--- src/rtl/bpu_btb.sv ---
// Fetch-stage branch predictor: a direct-mapped BTB with one 2-bit saturating
// direction counter per entry. Lookups are registered, so the prediction for
// a request comes out one cycle later. The block also counts prediction
// successes and failures reported back by the branch unit.
module bpu_btb #(
  parameter int XLEN       = 32,
  parameter int NB_ENTRIES = 16,
  parameter int IDX_W      = $clog2(NB_ENTRIES),
  parameter int CNT_W      = 32
) (
  input  logic             clk,
  input  logic             reset_n,
  input  logic             if_v_i,
  input  logic [XLEN-1:0]  if_pc_i,
  output logic             pred_v_o,
  output logic             pred_is_taken_o,
  output logic [XLEN-1:0]  pred_pc_o,
  input  logic             bu_en_i,
  input  logic             branch_v_i,
  input  logic [XLEN-1:0]  upd_pc_i,
  input  logic [XLEN-1:0]  upd_target_i,
  input  logic             pred_feedback_i,
  input  logic             pred_success_i,
  input  logic             pred_failed_i,
  input  logic             flush_i,
  output logic [CNT_W-1:0] success_cnt_o,
  output logic [CNT_W-1:0] failed_cnt_o
);

  localparam int TAG_W = XLEN - IDX_W - 2;

  logic [NB_ENTRIES-1:0] r_valid;
  logic [1:0]            r_ctr    [NB_ENTRIES];
  logic [TAG_W-1:0]      r_tag    [NB_ENTRIES];
  logic [XLEN-1:0]       r_target [NB_ENTRIES];

  logic [IDX_W-1:0] w_lk_idx;
  logic [TAG_W-1:0] w_lk_tag;
  logic             w_lk_hit;
  logic [IDX_W-1:0] w_up_idx;
  logic [TAG_W-1:0] w_up_tag;
  logic             w_up_hit;
  logic [1:0]       w_ctr_next;
  logic             w_unused_pc_lsb;

  // Instructions are word aligned; the byte offset plays no part in the lookup.
  assign w_unused_pc_lsb = ^{if_pc_i[1:0], upd_pc_i[1:0]};

  assign w_lk_idx = if_pc_i[IDX_W+1:2];
  assign w_lk_tag = if_pc_i[XLEN-1:IDX_W+2];
  assign w_lk_hit = r_valid[w_lk_idx] && (r_tag[w_lk_idx] == w_lk_tag);

  assign w_up_idx = upd_pc_i[IDX_W+1:2];
  assign w_up_tag = upd_pc_i[XLEN-1:IDX_W+2];
  assign w_up_hit = r_valid[w_up_idx] && (r_tag[w_up_idx] == w_up_tag);

  // Saturating step of the direction counter of the entry being updated.
  always_comb begin
    w_ctr_next = r_ctr[w_up_idx];
    if (branch_v_i) begin
      if (r_ctr[w_up_idx] != 2'b11) w_ctr_next = r_ctr[w_up_idx] + 2'b01;
    end else begin
      if (r_ctr[w_up_idx] != 2'b00) w_ctr_next = r_ctr[w_up_idx] - 2'b01;
    end
  end

  // Registered lookup; reads the arrays before any same-edge update (no bypass).
  always_ff @(posedge clk or negedge reset_n) begin
    if (!reset_n) begin
      pred_v_o        <= 1'b0;
      pred_is_taken_o <= 1'b0;
      pred_pc_o       <= '0;
    end else if (if_v_i) begin
      pred_v_o        <= w_lk_hit;
      pred_is_taken_o <= w_lk_hit & r_ctr[w_lk_idx][1];
      pred_pc_o       <= w_lk_hit ? r_target[w_lk_idx] : '0;
    end else begin
      pred_v_o        <= 1'b0;
      pred_is_taken_o <= 1'b0;
      pred_pc_o       <= '0;
    end
  end

  // Valid bits and counters: flush wins over update; allocation only on a taken miss.
  always_ff @(posedge clk or negedge reset_n) begin
    if (!reset_n) begin
      r_valid <= '0;
      for (int i = 0; i < NB_ENTRIES; i++) r_ctr[i] <= 2'b00;
    end else if (flush_i) begin
      r_valid <= '0;
    end else if (bu_en_i) begin
      if (w_up_hit) begin
        r_ctr[w_up_idx] <= w_ctr_next;
      end else if (branch_v_i) begin
        r_valid[w_up_idx] <= 1'b1;
        r_ctr[w_up_idx]   <= 2'b10;
      end
    end
  end

  // Tag and target payload; a taken update either allocates or refreshes the target.
  always_ff @(posedge clk) begin
    if (!flush_i && bu_en_i && branch_v_i) begin
      r_tag[w_up_idx]    <= w_up_tag;
      r_target[w_up_idx] <= upd_target_i;
    end
  end

  // Prediction outcome counters, wrapping naturally at their width.
  always_ff @(posedge clk or negedge reset_n) begin
    if (!reset_n) begin
      success_cnt_o <= '0;
      failed_cnt_o  <= '0;
    end else begin
      if (pred_feedback_i && pred_success_i) success_cnt_o <= success_cnt_o + 1'b1;
      if (pred_feedback_i && pred_failed_i)  failed_cnt_o  <= failed_cnt_o + 1'b1;
    end
  end

endmodule

--- config.mk ---
export PLATFORM = sky130hd
export DESIGN_NAME = bpu_btb
export DESIGN_NICKNAME = d
export VERILOG_FILES = /design/src/rtl/bpu_btb.sv
export SDC_FILE = /design/constraint.sdc
export NUM_CORES = 1
export LEC_CHECK = 0
export ABC_CLOCK_PERIOD_IN_PS = 4200
export CAP_MARGIN = 20
export CORE_ASPECT_RATIO = 1.4
export CORE_MARGIN = 10
export CORE_UTILIZATION = 61
export CTS_CLUSTER_DIAMETER = 120
export DETAILED_ROUTE_END_ITERATION = 10
export HOLD_SLACK_MARGIN = 0.06
export PLACE_DENSITY = 0.8
export SYNTH_ARGS = -nofsm -noshare
export SYNTH_HDL_FRONTEND = slang
export SYNTH_SLANG_ARGS = --single-unit
--- constraint.sdc ---
create_clock -name clk -period 4.2 [get_ports clk]
set_clock_uncertainty 0.05 [all_clocks]
set_input_delay 0.42 -clock clk [delete_from_list [all_inputs] [get_ports clk]]
set_output_delay 0.42 -clock clk [all_outputs]
set_load 0.03 [all_outputs]
==> reports/qor.csv, run 1 <==
metric,value,unit
outcome,"complete, no violations",
Layout area overhead,16.13,%
DR iter-0 viols,3202,
Pre-antenna DRT Iters,7,
CP max FO,11,
fraction of layout cells with a size suffix above 1,26.98,%
Clock Sinks,1074,
largest cells by area after synthesis,"edfxtp_1 61%, mux4_2 19%, dfrtp_1 8.0%",
die height,344.0,microns
"Setup Fix Bufs, Post-CTS",0,
Initial Utilization,61.72,%
CTS Buf Count,99,
average wire per standard cell,33.08,microns
antenna-violating nets left,0,
CTS Root Cell,clkbuf_16,
number of global-route vias before repair,27140,
DRC violation count after routing,0,
gr usage total,28.37,%
"area leader, netlist",edfxtp_1,
reg2reg setup slack,0.37,ns
Yosys cell types,63,
Critical R2R Launch,r_tag[0][13]$_DFFE_PP_,
Vias/cell,7.027,
filler cell count,4265,
total power,22610,uW
Worst EP required,4.65,ns
Die Span X,251.4,microns
H-tree depth,3,
deepest clock path buffer count,3,
top cell family by delay on the critical path,multiplexers,
initial antenna violation count,8,
CP cell instances,mux4_2 -> mux4_2 -> xnor2_1 -> buf_4 -> nand4_1 -> nor3_1 -> buf_4 -> nand3_2 -> a2111oi_0 -> o32ai_1,
PwrDens,425.7,nW/um^2
"EDFF count, synth",928,
Slew @ Worst Pin,0.8768,ns
TNS Setup,0,ns
WL final,121.2,mm
max cap viols,0,
Max Freq,0.2613,GHz
RSZ-0062 raised after global routing,false,
Layout Nets,2724,
first-pass GRT wire length,179.1,mm
Buf/Inv on CP,2,
Final min period,3.827,ns
Post-Synthesis Net Count,2413,
Port-buffer cells,198,
met1 GRT Util,34.68,%
Lkg Pwr,0.01795,uW
Final setup viols,0,
"most common cell after layout, fill and taps aside",edfxtp_1,
CP max stage delay,0.55,ns
Clock Pin Slew Worst Setup and Hold Paths,0.06,ns
Critical Path Start Type,flip-flop,
WP data arrival,4.28,ns
Post-Syn Area,45740,sq um
Core Region,74120,sq um
most frequent cells in the layout,"928 x edfxtp_1, 386 x mux4_2, 190 x clkdlybuf4s50_1",
Slew headroom,41.55,%
CTS tree,built,
grt peak-use layer,met2,
met3 Use GR,5.838,%
Worst Reg-to-Reg Cells,10,
area share of the largest cell type after synthesis,60.92,%
average size of a mapped cell,19.84,sq um
met2 track demand over resource,47.57,%
DR vias,25740,
top_reg_cell synth,edfxtp_1,
GPL Wtd Cong,0.9218,
Hold WC Path Type,input port to asynchronous set/reset pin,
final core utilization,71.67,%
Syn Inst Count,2306,
Yosys reg bits,1074,
Final Hold Vio Count,0,
Final period util,91.13,%
register area share after synthesis,68.91,%
CP endpoint kind,flip-flop,
largest net degree at the start of global routing,86,
floorplan row count,118,
asr flop ratio synth,13.59,%
CP max stage cell,a2111oi_0,
crit path from,r_tag[0][13]$_DFFE_PP_,
number of cells on the critical path,10,
VDD IR max,0.3939,mV
critical path type,flip-flop to flip-flop,
Pins Over Slew Limit,0,
I/O pin cnt,203,
GRT overflow,0,
YS warnings,0,
Post-DP HPWL,72.74,mm
worst-skew pair later-pin latency,0.68,ns
die area,86500,sq um
## metrics by stage
stage / cells / hold WS [ns] / worst slack (ns) / cell area (sq um)
after floorplan: 2306 / 0.07441 / -0.6340 / 45760
after global placement: 3475 / 0.4116 / -0.1245 / 49900
after detailed placement: 3475 / 0.4249 / -0.1535 / 49900
after CTS: 3662 / 0.3504 / 0.3782 / 53120
after global routing: 3662 / 0.4034 / 0.2887 / 53120
final: 3663 / 0.3289 / 0.3725 / 53120
## flip-flops by register name, summed over array words and instances (netlist names)
signal / count
r_target: 512
r_tag: 416
failed_cnt_o: 32
pred_pc_o: 32
r_ctr: 32
success_cnt_o: 32
r_valid: 16
pred_is_taken_o: 1
pred_v_o: 1
## what timing repair did
item | in CTS | in global routing
hold buffers | 1 | 0
endpoints found under the hold margin | 83 | 0
gates resized for setup | 0 | 0
## synth_stat cells, drive strengths merged, types with 3 or more instances
cell	count
a2111o	6
a2111oi	4
a211oi	14
a21o	6
a21oi	15
a221oi	7
a22oi	26
a2bb2oi	3
a31oi	5
a32oi	6
a41oi	15
and2	10
and3	59
buf	72
clkbuf	61
dfrtp	146
edfxtp	928
inv	33
mux2	6
mux2i	87
mux4	386
nand2	67
nand2b	4
nand3	41
nand4	21
nor2	63
nor2b	18
nor3	5
o211ai	5
o21ai	10
o22a	9
o22ai	19
o2bb2ai	7
o32ai	3
or2	3
xnor2	82
xor2	30
## logic make-up after synthesis
group	Yosys count	synth area share, %
compound gates	174	2.910
xor+xnor	112	2.144
fa+ha+maj	4	0.09846
buf+inv	167	1.638
flops	1074	68.91
mux	479	21.06
simple gates	296	3.247
## power breakdown
group / internal (uW) / switching, uW / total, uW
clock network: 4900 / 3980 / 8880
logic: 848 / 1010 / 1860
registers: 11700 / 124 / 11900
total: 17500 / 5110 / 22600
## worst paths after layout
kind                                                 endpoint
worst min-delay path              failed_cnt_o[4]$_DFFE_PN0P_
worst max-delay path                    r_ctr[20]$_DFFE_PN0P_
min in group clk                  failed_cnt_o[2]$_DFFE_PN0P_
worst max register to register          r_ctr[20]$_DFFE_PN0P_
max in group asynchronous             pred_pc_o[30]$_DFF_PN0_
worst min register to register  success_cnt_o[31]$_DFFE_PN0P_
## final cells by class
class / count / area (sq um) / share of cell area (%)
sequential: 1074 / 31520 / 59.34
antenna: 1 / 2.502 / 0.004711
timing repair buffer: 343 / 3466 / 6.524
clock buffer: 122 / 2655 / 4.998
clock inverter: 64 / 550.5 / 1.036
tap: 960 / 1201 / 2.261
inverter: 34 / 127.6 / 0.2402
multi-input combinational: 1065 / 13600 / 25.60
## per-layer routing
metal	wire length (microns)	part of all wire, %
met5	82	0.068
met4	6278	5.2
met3	11780	9.7
met2	61540	51
met1	41490	34
(Power assumes the default switching activity.)
==> inputs of run 2 (changes only) <==
==> constraint.sdc (replaced) <==
create_clock -name clk -period 4.2 [get_ports clk]
set_clock_uncertainty 0.05 [all_clocks]
set_input_delay 0.42 -clock clk [delete_from_list [all_inputs] [get_ports clk]]
set_output_delay 0.42 -clock clk [all_outputs]
set_load 0.01 [all_outputs]
==> results of run 2 <==
The final DEF is identical to that of run 1. Status: complete, no violations.
Among the figures that moved: total power 22610 uW -> 22530 uW
